<file path="src/rtl/isa_seq_pkg.sv">
// Shared types and default timing for the ISA I/O sequencer.
// Optional feature macro: ISA_SEQ_TIMEOUT_EN (bounded IOCHRDY wait).
package isa_seq_pkg;

  // Bus-cycle phases, in the order a transfer walks through them.
  typedef enum logic [2:0] {
    ST_IDLE    = 3'd0,
    ST_SETUP   = 3'd1,
    ST_STROBE  = 3'd2,
    ST_WAIT    = 3'd3,
    ST_HOLD    = 3'd4,
    ST_RECOVER = 3'd5
  } seq_state_t;

  // Default bus timing, in clk cycles.
  localparam int DEF_SETUP_CYC    = 2;
  localparam int DEF_STROBE_CYC   = 8;
  localparam int DEF_HOLD_CYC     = 1;
  localparam int DEF_RECOVERY_CYC = 4;
  localparam int DEF_TIMEOUT_CYC  = 256;

  // Geometry of the request side and the ISA bus.
  localparam int N_REQ  = 2;
  localparam int ADDR_W = 10;
  localparam int DATA_W = 8;

  // One phase counter serves every state; wide enough for any sane timing.
  localparam int CNT_W = 16;

  // Reload value for a phase lasting 'cycles' clocks (counts down to zero).
  function automatic logic [CNT_W-1:0] cnt_load(input int cycles);
    if (cycles < 1) begin
      return '0;
    end
    return CNT_W'(cycles - 1);
  endfunction

endpackage

</file>
<file path="src/rtl/isa_rr_arbiter.sv">
// Two-requester round-robin arbiter. The grant vector is purely
// combinational; the priority pointer only moves when a grant is accepted.
module isa_rr_arbiter
  import isa_seq_pkg::*;
(
  input  logic             clk,
  input  logic             reset_n,
  input  logic [N_REQ-1:0] req_valid,
  input  logic             accept,
  output logic [N_REQ-1:0] grant
);

  // ptr = index of the requester favoured on a tie (0 after reset).
  logic ptr_q;

  // Pick a single requester; ties go to the one not granted last.
  always_comb begin
    grant = '0;
    case (req_valid)
      2'b01:   grant = 2'b01;
      2'b10:   grant = 2'b10;
      2'b11:   grant = ptr_q ? 2'b10 : 2'b01;
      default: grant = '0;
    endcase
  end

  // After an accepted grant, favour the other requester next time.
  always_ff @(posedge clk or negedge reset_n) begin
    if (!reset_n) begin
      ptr_q <= 1'b0;
    end else if (accept) begin
      ptr_q <= grant[0];
    end
  end

endmodule

</file>
<file path="src/rtl/isa_io_sequencer.sv">
// ISA I/O bus-cycle sequencer: arbitrates two requesters and runs one
// IOR#/IOW# cycle at a time with programmable setup/strobe/hold/recovery,
// stretching the strobe while the synchronized IOCHRDY is low.
// Optional feature macro: ISA_SEQ_TIMEOUT_EN -- when defined, a WAIT phase
// longer than TIMEOUT_CYC is abandoned and reported with rsp_err=1.
//
// Handshake: a request transfers on a cycle where req_valid[n] and
// req_ready[n] are both high. req_ready is combinational, only asserted in
// IDLE, and has at most one bit set. rsp_valid is a single-cycle pulse with
// no back-pressure; rsp_id/rsp_rdata/rsp_err are valid while it is high.
module isa_io_sequencer
  import isa_seq_pkg::*;
#(
  parameter int SETUP_CYC    = DEF_SETUP_CYC,
  parameter int STROBE_CYC   = DEF_STROBE_CYC,
  parameter int HOLD_CYC     = DEF_HOLD_CYC,
  parameter int RECOVERY_CYC = DEF_RECOVERY_CYC,
  parameter int TIMEOUT_CYC  = DEF_TIMEOUT_CYC
) (
  input  logic                    clk,
  input  logic                    reset_n,
  input  logic [N_REQ-1:0]        req_valid,
  output logic [N_REQ-1:0]        req_ready,
  input  logic [N_REQ-1:0]        req_write,
  input  logic [N_REQ*ADDR_W-1:0] req_addr,
  input  logic [N_REQ*DATA_W-1:0] req_wdata,
  output logic                    rsp_valid,
  output logic                    rsp_id,
  output logic [DATA_W-1:0]       rsp_rdata,
  output logic                    rsp_err,
  output logic [ADDR_W-1:0]       isa_sa,
  output logic                    isa_aen,
  output logic                    isa_ior_n,
  output logic                    isa_iow_n,
  output logic [DATA_W-1:0]       isa_d_out,
  output logic                    isa_d_oe,
  input  logic [DATA_W-1:0]       isa_d_in,
  input  logic                    isa_iochrdy,
  output seq_state_t              dbg_state
);

  seq_state_t        state_q, state_d;
  logic [CNT_W-1:0]  cnt_q, cnt_d;
  logic              rdy_s1_q, rdy_s2_q;
  logic              id_q, write_q;
  logic [ADDR_W-1:0] addr_q;
  logic [DATA_W-1:0] wdata_q, rdata_q;
  logic              rsp_valid_q;
  logic [N_REQ-1:0]  grant;
  logic              accept;
  logic              acc_id;
  logic              capture;
  logic              bus_active;
  logic              strobe_on;
`ifdef ISA_SEQ_TIMEOUT_EN
  logic              timeout_hit;
  logic              err_q;
`endif

  isa_rr_arbiter u_arb (
    .clk       (clk),
    .reset_n   (reset_n),
    .req_valid (req_valid),
    .accept    (accept),
    .grant     (grant)
  );

  // Ready only while idle and out of reset, so nothing is accepted mid-cycle.
  assign req_ready = (state_q == ST_IDLE && reset_n) ? grant : '0;
  assign accept    = |(req_valid & req_ready);
  assign acc_id    = grant[1];

  // IOCHRDY is asynchronous to clk; two flops before anything looks at it.
  always_ff @(posedge clk or negedge reset_n) begin
    if (!reset_n) begin
      rdy_s1_q <= 1'b0;
      rdy_s2_q <= 1'b0;
    end else begin
      rdy_s1_q <= isa_iochrdy;
      rdy_s2_q <= rdy_s1_q;
    end
  end

  // State and phase-counter registers.
  always_ff @(posedge clk or negedge reset_n) begin
    if (!reset_n) begin
      state_q <= ST_IDLE;
      cnt_q   <= '0;
    end else begin
      state_q <= state_d;
      cnt_q   <= cnt_d;
    end
  end

  // Next-state logic; every transition reloads the counter for the new phase.
  always_comb begin
    state_d = state_q;
    cnt_d   = cnt_q;
    capture = 1'b0;
`ifdef ISA_SEQ_TIMEOUT_EN
    timeout_hit = 1'b0;
`endif
    case (state_q)
      ST_IDLE: begin
        if (accept) begin
          state_d = ST_SETUP;
          cnt_d   = cnt_load(SETUP_CYC);
        end
      end
      ST_SETUP: begin
        if (cnt_q == '0) begin
          state_d = ST_STROBE;
          cnt_d   = cnt_load(STROBE_CYC);
        end else begin
          cnt_d = cnt_q - CNT_W'(1);
        end
      end
      ST_STROBE: begin
        if (cnt_q == '0) begin
          if (rdy_s2_q) begin
            // Last strobe cycle with the device ready: sample read data now.
            capture = 1'b1;
            state_d = ST_HOLD;
            cnt_d   = cnt_load(HOLD_CYC);
          end else begin
            state_d = ST_WAIT;
`ifdef ISA_SEQ_TIMEOUT_EN
            cnt_d   = cnt_load(TIMEOUT_CYC);
`else
            cnt_d   = '0;
`endif
          end
        end else begin
          cnt_d = cnt_q - CNT_W'(1);
        end
      end
      ST_WAIT: begin
        if (rdy_s2_q) begin
          capture = 1'b1;
          state_d = ST_HOLD;
          cnt_d   = cnt_load(HOLD_CYC);
        end
`ifdef ISA_SEQ_TIMEOUT_EN
        else if (cnt_q == '0) begin
          timeout_hit = 1'b1;
          state_d     = ST_HOLD;
          cnt_d       = cnt_load(HOLD_CYC);
        end else begin
          cnt_d = cnt_q - CNT_W'(1);
        end
`endif
      end
      ST_HOLD: begin
        if (cnt_q == '0) begin
          state_d = ST_RECOVER;
          cnt_d   = cnt_load(RECOVERY_CYC);
        end else begin
          cnt_d = cnt_q - CNT_W'(1);
        end
      end
      ST_RECOVER: begin
        if (cnt_q == '0) begin
          state_d = ST_IDLE;
          cnt_d   = '0;
        end else begin
          cnt_d = cnt_q - CNT_W'(1);
        end
      end
      default: begin
        state_d = ST_IDLE;
        cnt_d   = '0;
      end
    endcase
  end

  // Request latch on accept, read-data capture, and the response pulse.
  always_ff @(posedge clk or negedge reset_n) begin
    if (!reset_n) begin
      id_q        <= 1'b0;
      write_q     <= 1'b0;
      addr_q      <= '0;
      wdata_q     <= '0;
      rdata_q     <= '0;
      rsp_valid_q <= 1'b0;
`ifdef ISA_SEQ_TIMEOUT_EN
      err_q       <= 1'b0;
`endif
    end else begin
      rsp_valid_q <= (state_q == ST_HOLD) && (state_d == ST_RECOVER);
      if (accept) begin
        id_q    <= acc_id;
        write_q <= req_write[acc_id];
        addr_q  <= acc_id ? req_addr[2*ADDR_W-1:ADDR_W] : req_addr[ADDR_W-1:0];
        wdata_q <= acc_id ? req_wdata[2*DATA_W-1:DATA_W] : req_wdata[DATA_W-1:0];
        rdata_q <= '0;
`ifdef ISA_SEQ_TIMEOUT_EN
        err_q   <= 1'b0;
`endif
      end
      if (capture && !write_q) begin
        rdata_q <= isa_d_in;
      end
`ifdef ISA_SEQ_TIMEOUT_EN
      if (timeout_hit) begin
        rdata_q <= 8'hFF;
        err_q   <= 1'b1;
      end
`endif
    end
  end

  // Bus drive decoded from the registered state so reset releases it at once.
  assign bus_active = (state_q == ST_SETUP) || (state_q == ST_STROBE) ||
                      (state_q == ST_WAIT)  || (state_q == ST_HOLD);
  assign strobe_on  = (state_q == ST_STROBE) || (state_q == ST_WAIT);

  assign isa_aen   = ~bus_active;
  assign isa_sa    = bus_active ? addr_q : '0;
  assign isa_d_oe  = bus_active & write_q;
  assign isa_d_out = isa_d_oe ? wdata_q : '0;
  assign isa_ior_n = ~(strobe_on & ~write_q);
  assign isa_iow_n = ~(strobe_on & write_q);

  assign rsp_valid = rsp_valid_q;
  assign rsp_id    = id_q;
  assign rsp_rdata = rdata_q;
`ifdef ISA_SEQ_TIMEOUT_EN
  assign rsp_err   = err_q;
`else
  assign rsp_err   = 1'b0;
`endif

  assign dbg_state = state_q;

endmodule

</file>
<file path="config.mk">
export PLATFORM = sky130hd
export DESIGN_NAME = isa_io_sequencer
export DESIGN_NICKNAME = d
export VERILOG_FILES = /design/src/rtl/isa_seq_pkg.sv /design/src/rtl/isa_rr_arbiter.sv /design/src/rtl/isa_io_sequencer.sv
export SDC_FILE = /design/constraint.sdc
export NUM_CORES = 1
export LEC_CHECK = 0
export BUFFER_PORTS_ARGS = -buffer_cell sky130_fd_sc_hd__clkbuf_2
export CELL_PAD_IN_SITES_DETAIL_PLACEMENT = 0
export CELL_PAD_IN_SITES_GLOBAL_PLACEMENT = 1
export CORE_ASPECT_RATIO = 0.6
export CORE_MARGIN = 3
export CORE_UTILIZATION = 38
export DETAILED_ROUTE_END_ITERATION = 10
export PLACE_DENSITY = 0.87
export SLEW_MARGIN = 30
export SYNTH_ARGS = -nofsm -noshare
export SYNTH_HDL_FRONTEND = slang
export SYNTH_SLANG_ARGS = --single-unit
</file>
<file path="constraint.sdc">
create_clock -name clk -period 3.4 [get_ports clk]
set_clock_uncertainty 0.2 [all_clocks]
set_input_delay 0.68 -clock clk [delete_from_list [all_inputs] [get_ports clk]]
set_output_delay 0.68 -clock clk [all_outputs]
set_load 0.05 [all_outputs]
</file>
After elaboration in Yosys (flattened, before gate mapping) --
Index checks and enable logic that the tools add are counted.
Word-level totals: flip-flop bits (word level) 51, input bits 51, output and inout bits 38, logic and storage cells 74
Cells by class: add/sub/neg operators 1, magnitude comparators 1, equal/unequal tests 11, multiplexer cells 28, bitwise logic cells 8, reductions and logical operators 14
Operators with widths (count):
- 2-to-1 mux 16 bit | 5
- one-hot mux 16 bit (5 select lines) | 1
- 2-to-1 mux 8 bit | 4
- 2-to-1 mux 3 bit | 7
- 2-to-1 mux 10 bit | 2
- one-hot mux 3 bit (6 select lines) | 1
- zero test 16 bit | 1
- subtractor 16 x 1 -> 16 bit (second input constant) | 1
- equality test 3 bit (second input constant) | 3
- equality test 3 x 2 -> 1 bit (second input constant) | 2
- one-hot mux 2 bit (3 select lines) | 1
- equality test 2 bit (second input constant) | 2
- logical OR 1 bit | 4
- 2-to-1 mux 1 bit | 4
- 2-to-1 mux 2 bit | 2
- != test 2 bit (second input constant) | 2
- inverter 1 bit | 4
- OR reduction 2 bit | 2
- bitwise AND 1 bit | 3
- equality test 3 x 1 -> 1 bit (second input constant) | 1
- logical AND 1 bit | 3
- zero test 3 bit | 1
- bitwise AND 2 bit | 1
- equality test 2 x 1 -> 1 bit (second input constant) | 1
- 5 further kinds | 5

Depth between registers and ports, before layout --
Gate-level depths: netlist (run 1).
depth in word-level cells 9, depth in mapped cells 8, mapped depth without buffers 7

Hierarchy --
From an unflattened synthesis (run 1), not the netlist that was laid out.
Unflattened totals: cells, all modules 299, area total of the unflattened synthesis 2859.0 sq um
By module, submodules not included:
- isa_io_sequencer | instances 1, cells each 294, area an instance 2796.4 sq um
- isa_rr_arbiter | instances 1, cells each 5, area an instance 62.6 sq um

Worst setup path after synthesis (run 1) --
No wires, ideal clock.
kind reg-to-output, start register state_q[0], in the netlist dbg_state[0], end output req_ready[0], arrival 2.324 ns, required time 2.520 ns, slack 0.196 ns, cell stages (with the launch flop) 4, path buffers 0, cells stage by stage dfrtp_1 -> nor4b_1 -> inv_1 -> a211oi_1
Between the ends: word-level cells in the longest chain between the ends 3
RTL lines:
- start: declaration | RTL line isa_io_sequencer.sv:42 | seq_state_t state_q, state_d;
- start signal: assignment | RTL line isa_io_sequencer.sv:90 | state_q <= state_d;
- zero test 3 bit | RTL line isa_io_sequencer.sv:69 | assign req_ready = (state_q == ST_IDLE && reset_n) ? grant : '0;
- logical AND 1 bit | RTL line isa_io_sequencer.sv:69
- 2-to-1 mux 2 bit | RTL line isa_io_sequencer.sv:69
- end: declaration | RTL line isa_io_sequencer.sv:23 | output logic [N_REQ-1:0] req_ready,
Every way passes these cells.

Final worst setup path (run 1) --
start register state_q[2], in the netlist dbg_state[2], end output req_ready[0]
Same word-level chain as after synthesis.

==> results of run 1 <==
layer usage:
metal  track usage [%]  wire length [um]  vias to the layer above
li1                  -                 -                     1232
met1              27.7              3670                     1193
met2              22.1              3020                       79
met3              3.33               373                        5
met4              3.86                54                        0
met5                 0                 0                        -
cells by family (layout without fill, tap and decap cells):
group / count (synthesis) / after routing / synth area share, %
and+or+nand+nor: 110 / 110 / 20.9
muxes: 21 / 21 / 7.66
other: 1 / 1 / 0.136
AOI/OAI and AO/OA: 74 / 74 / 17.5
buffers and inverters: 31 / 114 / 5.39
adders and majority gates: 2 / 2 / 0.906
xor gates and xnor gates: 4 / 4 / 1.27
DFF: 51 / 51 / 46.2
power by group:
group,switching (mW),internal [mW],total (mW)
combinational,0.0886,0.0517,0.140
sequential,0.0100,0.622,0.632
clock,0.225,0.294,0.519
synthesized netlist by cell type, types with 2 or more instances:
cell type | count | area share, %
and3_1 | 16 | 3.6
a21oi_1 | 7 | 1.3
o31ai_1 | 2 | 0.54
nor3_1 | 7 | 1.3
inv_1 | 12 | 1.6
mux2i_1 | 20 | 7.3
buf_1 | 2 | 0.27
ha_1 | 2 | 0.91
a31oi_1 | 12 | 2.7
a32oi_1 | 2 | 0.63
nor4_1 | 2 | 0.45
nor2_1 | 16 | 2.2
nand4_1 | 2 | 0.45
dfrtp_1 | 51 | 46
xnor2_1 | 3 | 0.95
or4_1 | 3 | 0.82
nand2_1 | 34 | 4.6
o31a_1 | 2 | 0.63
and2_1 | 11 | 2.5
o21ai_0 | 26 | 4.7
a22o_1 | 2 | 0.63
nand3_1 | 5 | 0.91
buf_6 | 2 | 0.82
buf_2 | 3 | 0.54
clkbuf_1 | 10 | 1.4
o211ai_1 | 2 | 0.54
nand2b_1 | 3 | 0.68
a31o_2 | 8 | 2.5
or3_1 | 2 | 0.45
worst max path at each step:
stage	endpoint	cells past startpoint
final	req_ready[0]	4
after global routing	req_ready[0]	4
after CTS	req_ready[0]	4
after detailed placement	cnt_q[0]	6
after global placement	cnt_q[0]	6
after floorplan	req_ready[0]	3
flip-flops by register name (all words and copies together) (netlist names):
| register | count |
|---|---|
| cnt_q | 16 |
| dbg_state | 3 |
| rsp_id | 1 |
| addr_q | 10 |
| rsp_valid | 1 |
| rdy_s1_q | 1 |
| rdy_s2_q | 1 |
| write_q | 1 |
| u_arb.ptr_q | 1 |
| wdata_q | 8 |
| rsp_rdata | 8 |
stage by stage:
step,total power [mW],setup slack (ps),hold slack (ps)
4_1_cts,1.30,382,166
6_report,1.29,368,162
2_1_floorplan,0.724,196,131
3_5_place_dp,0.786,434,151
5_1_grt,1.34,183,170
3_3_place_gp,0.783,543,138
cell type report:
cell class                      count  share of cell area [%]
Multi-Input combinational cell    212                    39.2
Sequential cell                    51                    37.2
Timing Repair Buffer               94                    14.7
Clock buffer                        6                    4.05
Tap cell                           87                    3.17
Inverter                           12                    1.31
Clock inverter                      2                   0.474
==> reports/metrics.cfg, run 1 <==
[synth]
yosysUniqueCellTypes=54
synthFlopType=dfrtp_1
ys_warn_count=0
postSynthCellCount=294
syn_area_per_cell_um2=9.39
async_flop_share_pct=100
synth.cell_area_mm2=0.00276
synth-seq-cells=51
synth.net_count=347
synth_edf_count=0
ys_seq_area_share_pct=46.2

[drt]
dr.pass1.iters=4
drc=0
vias=2509
drt_iter0_drc=200
routed_wl_um=7120
via_per_inst=5.41
drtAntennaViolNets=0
wl_per_cell_um=15.3

[floorplan]
dieArea_mm2=0.00836
die_w_um=116
ioPinCount=89
num_rows=23
core_area_mm2=0.00685
die_h_um=72.0
initial_core_util_pct=40.3

[clock_tree]
ctsHoldBuffers=0
cts_buffers=5
clk_pin_slew_worst_paths_ps=70
cts-root-buf=clkbuf_16
cts_tree=yes
clockBufferDepth=2
ctsResizeCount=0
clock_sinks=51
htree_levels=2
post_cts_buffers=0
insertion_delay_ps=290

[setup_path]
cpPeakStageDelay_ps=550
critical_path_required_ps=2520
path_delay_family=flip-flops
r2r_cells=7
cp_data_arrival_time_ps=2150
worst_setup_path_end_kind=output port
critPathBufInv=2
timing.rr.end=rsp_rdata[4]
crit_start=dbg_state[2]
critPathMaxFanout=13
r2r_slack_ps=430
cp-start-kind=flop
cp_slowest_cell=dfrtp_1
worstSetupPathType=reg -> out
reg2reg_from=cnt_q[0]
path_cells=nor4b_1, inv_1, a211oi_1, buf_12

[flow_run]
max-cap-violations=0

[cells_and_area]
fin_cells=464
utilization_pct=50.1
drive_above_1_share_pct=32.1
layout_common_cells=clkbuf_2 (86), dfrtp_1 (51), nand2_1 (34)
multi_input_area_mm2=0.00135
area_delta_synth_final_pct=24.4
seqCellArea_mm2=0.00128
fin_nets=429
fin_area_mm2=0.00343
mostFrequentLayoutCell=clkbuf_2
diodes=0
fillers=664

[place]
dp_cells=456
port_buffers=87
placed_cell_area_mm2=0.00328
hpwl_um=5310
place.gp.congestion=0.821

[power_and_ir_drop]
vdd_drop_max_mv=0.200
leakage_nw=1.78
power_density_mw_per_mm2=376

[sta]
tightest_slew_ps=825
rsz0062_at_grt=no
layout_min_cycle_time_ps=3030
setup_viol=0
slew_violations=0
slew-limit-headroom_pct=45.0
final-hold-violation-count=0
setup_tns_ps=0
min_period_over_period_pct=89.2
fmax_ghz=0.330

[grt]
grt_max_degree=53
grtUsageTotal_pct=16.8
grt_pass1_vias=2183
grt_overflow=0
grt_pass1_wl_um=11200
antenna_found_initial=0

[worst_hold_path]
hold_class=reg -> reg
min_from=rdy_s1_q
hold_end=rdy_s2_q
whs_path_depth=0

[outcome]
status=completed

(Power assumes the default switching activity.)
==> inputs of run 2 (changes only) <==
--- a/config.mk
+++ b/config.mk
@@ -12,7 +12,7 @@
 export CORE_MARGIN = 3
 export CORE_UTILIZATION = 38
 export DETAILED_ROUTE_END_ITERATION = 10
-export PLACE_DENSITY = 0.87
+export PLACE_DENSITY = 0.9
 export SLEW_MARGIN = 30
 export SYNTH_ARGS = -nofsm -noshare
 export SYNTH_HDL_FRONTEND = slang
==> run 2 against run 1 <==
  * Clock power grew 12%
  * Largest power group unchanged
  * Via count decreased by 1.0%
  * Sequential power is essentially flat
  * Global-route usage grew 0.18 points
  * Critical endpoint is now rsp_rdata[3]
  * Highest routed layer unchanged
==> reports/metrics.cfg, run 2 (synthesized netlist as in run 1, its figures left out) <==
[outcome]
status=completed

[floorplan]
core_area_mm2=0.00685  ; unchanged
die_w_um=116  ; unchanged
initial_core_util_pct=40.3  ; unchanged
die_h_um=72.0  ; unchanged
dieArea_mm2=0.00836  ; unchanged
num_rows=23  ; unchanged
ioPinCount=89  ; unchanged

[setup_path]
critical_path_required_ps=3380  ; +860 ps
path_delay_family=simple AND/OR/NAND/NOR gates
critPathBufInv=2  ; unchanged
path_depth=8  ; +4
r2r_cells=8  ; +1
path_cells=inv_1, ha_1, or4b_2, nor4_4, buf_4, o21a_1, nand2_2, a31o_2
crit_start=cnt_q[0]
worst_setup_path_end_kind=flop
timing.rr.end=rsp_rdata[3]
cp_slowest_cell=or4b_2
critPathMaxFanout=14  ; +1
cp-start-kind=flop
cpPeakStageDelay_ps=630  ; +80 ps
worstSetupPathType=reg -> reg
reg2reg_from=cnt_q[0]
r2r_slack_ps=330  ; -100 ps
crit_path_end=rsp_rdata[3]
cp_data_arrival_time_ps=3050  ; +900 ps

[cells_and_area]
utilization_pct=50.8  ; +0.71 points
drive_above_1_share_pct=32.9  ; +0.80 points
largest_register=cnt_q
seqCellArea_mm2=0.00128  ; unchanged
area_delta_synth_final_pct=26.2
mostFrequentLayoutCell=clkbuf_2
diodes=0  ; unchanged
largest_registers=cnt_q: 16 flops, addr_q: 10 flops
multi_input_area_mm2=0.00135  ; +0.56%
fin_nets=432  ; +0.70%
layout_common_cells=clkbuf_2 (86), dfrtp_1 (51), nand2_1 (34)
largest_reg_flops=16  ; unchanged
fillers=638  ; -3.9%

[grt]
grt_overflow=0  ; unchanged
grt_pass1_vias=2240  ; +2.6%
antenna_found_initial=0  ; unchanged
grt_max_degree=53  ; unchanged
grt_pass1_wl_um=11300  ; +0.80%
grtUsageTotal_pct=17.0  ; +0.18 points

[drt]
via_per_inst=5.32  ; -1.7%
wl_per_cell_um=15.0  ; -2.2%
dr.pass1.iters=4  ; unchanged
routed_wl_um=7010  ; -1.6%
drt_iter0_drc=153  ; -24%
drc=0  ; unchanged
drtAntennaViolNets=0  ; unchanged
vias=2483  ; -1.0%

[sta]
rsz0062_at_grt=no
fmax_ghz=0.326  ; -1.1%
tightest_slew_ps=766  ; -58.6 ps
hold_ws_ps=149  ; -12.3 ps
final-hold-violation-count=0  ; unchanged
layout_min_cycle_time_ps=3070  ; +34.3 ps
slew_violations=0  ; unchanged
setup_viol=0  ; unchanged
worst_slack_ps=334  ; -34.3 ps
min_period_over_period_pct=90.2  ; +1.0 points
setup_tns_ps=0  ; unchanged
slew-limit-headroom_pct=48.7  ; +3.7 points

[place]
port_buffers=87  ; unchanged
place.gp.congestion=0.822  ; +0.19%
hpwl_um=5330  ; +0.26%
place_ws_ps=430  ; -4.01 ps

[worst_hold_path]
min_from=rdy_s1_q
hold_class=reg -> reg

[flow_run]
max-cap-violations=0  ; unchanged

[clock_tree]
clock_sinks=51  ; unchanged
cts-root-buf=clkbuf_16
clk_pin_slew_worst_paths_ps=60  ; about the same
post_cts_buffers=0  ; unchanged
insertion_delay_ps=290  ; about the same
ctsResizeCount=0  ; unchanged
htree_levels=2  ; unchanged
cts_buffers=5  ; unchanged
clockBufferDepth=2  ; unchanged
cts_tree=yes
ctsHoldBuffers=0  ; unchanged

[power_and_ir_drop]
leakage_nw=1.81  ; +1.7%
vdd_drop_max_mv=0.171  ; -14%
power_density_mw_per_mm2=390  ; +3.5%

-- run 2: cell count changes in the layout (fill, tap and decap cells not counted), sizes merged --
cell	previous run	this run
buf	8	11
bufinv	0	1
clkinvlp	1	0
-- run 2: layer usage --
layer	track usage [%]	vias up	routed length [um]
met5	0	-	0
met4	3.99	0	58
met3	4.08	5	402
met2	22.2	63	2880
met1	27.6	1187	3660
li1	-	1228	-
-- run 2: worst min-delay path by stage --
stage	slack [ps]	to	depth (start not counted)
after floorplan	130	rdy_s2_q	0
after global placement	140	rdy_s2_q	0
after detailed placement	140	rdy_s2_q	0
after CTS	150	rdy_s2_q	0
after global routing	160	rdy_s2_q	0
final	150	rdy_s2_q	0
-- run 2: layout make-up --
class | count | area share (%)
Timing Repair Buffer | 97 | 15.1
Clock inverter | 2 | 1.01
Multi-Input combinational cell | 212 | 38.8
Clock buffer | 6 | 3.99
Inverter | 12 | 1.29
Sequential cell | 51 | 36.7
Tap cell | 87 | 3.13
-- run 2: per-stage QoR --
stage          total power, mW  cell area [um2]  instances
2_1_floorplan            0.724             2760        294
4_1_cts                   1.37             3480        467
6_report                  1.36             3480        467
3_3_place_gp             0.783             3300        459
3_5_place_dp             0.786             3310        459
5_1_grt                   1.41             3480        467
-- run 2: power breakdown --
| group | internal [mW] | leakage [nW] | switching, mW |
|---|---|---|---|
| Sequential | 0.622 | 0.614 | 0.00992 |
| Combinational | 0.0517 | 1.11 | 0.0895 |
| Clock | 0.366 | 0.0868 | 0.217 |
-- run 2: worst reg2reg max path, stage by stage (launching register included) --
cell and delay [ps]:
dfrtp_1 430, inv_1 160, ha_1 190, or4b_2 630
nor4_4 240, buf_4 250, o21a_1 350, nand2_2 200
a31o_2 290
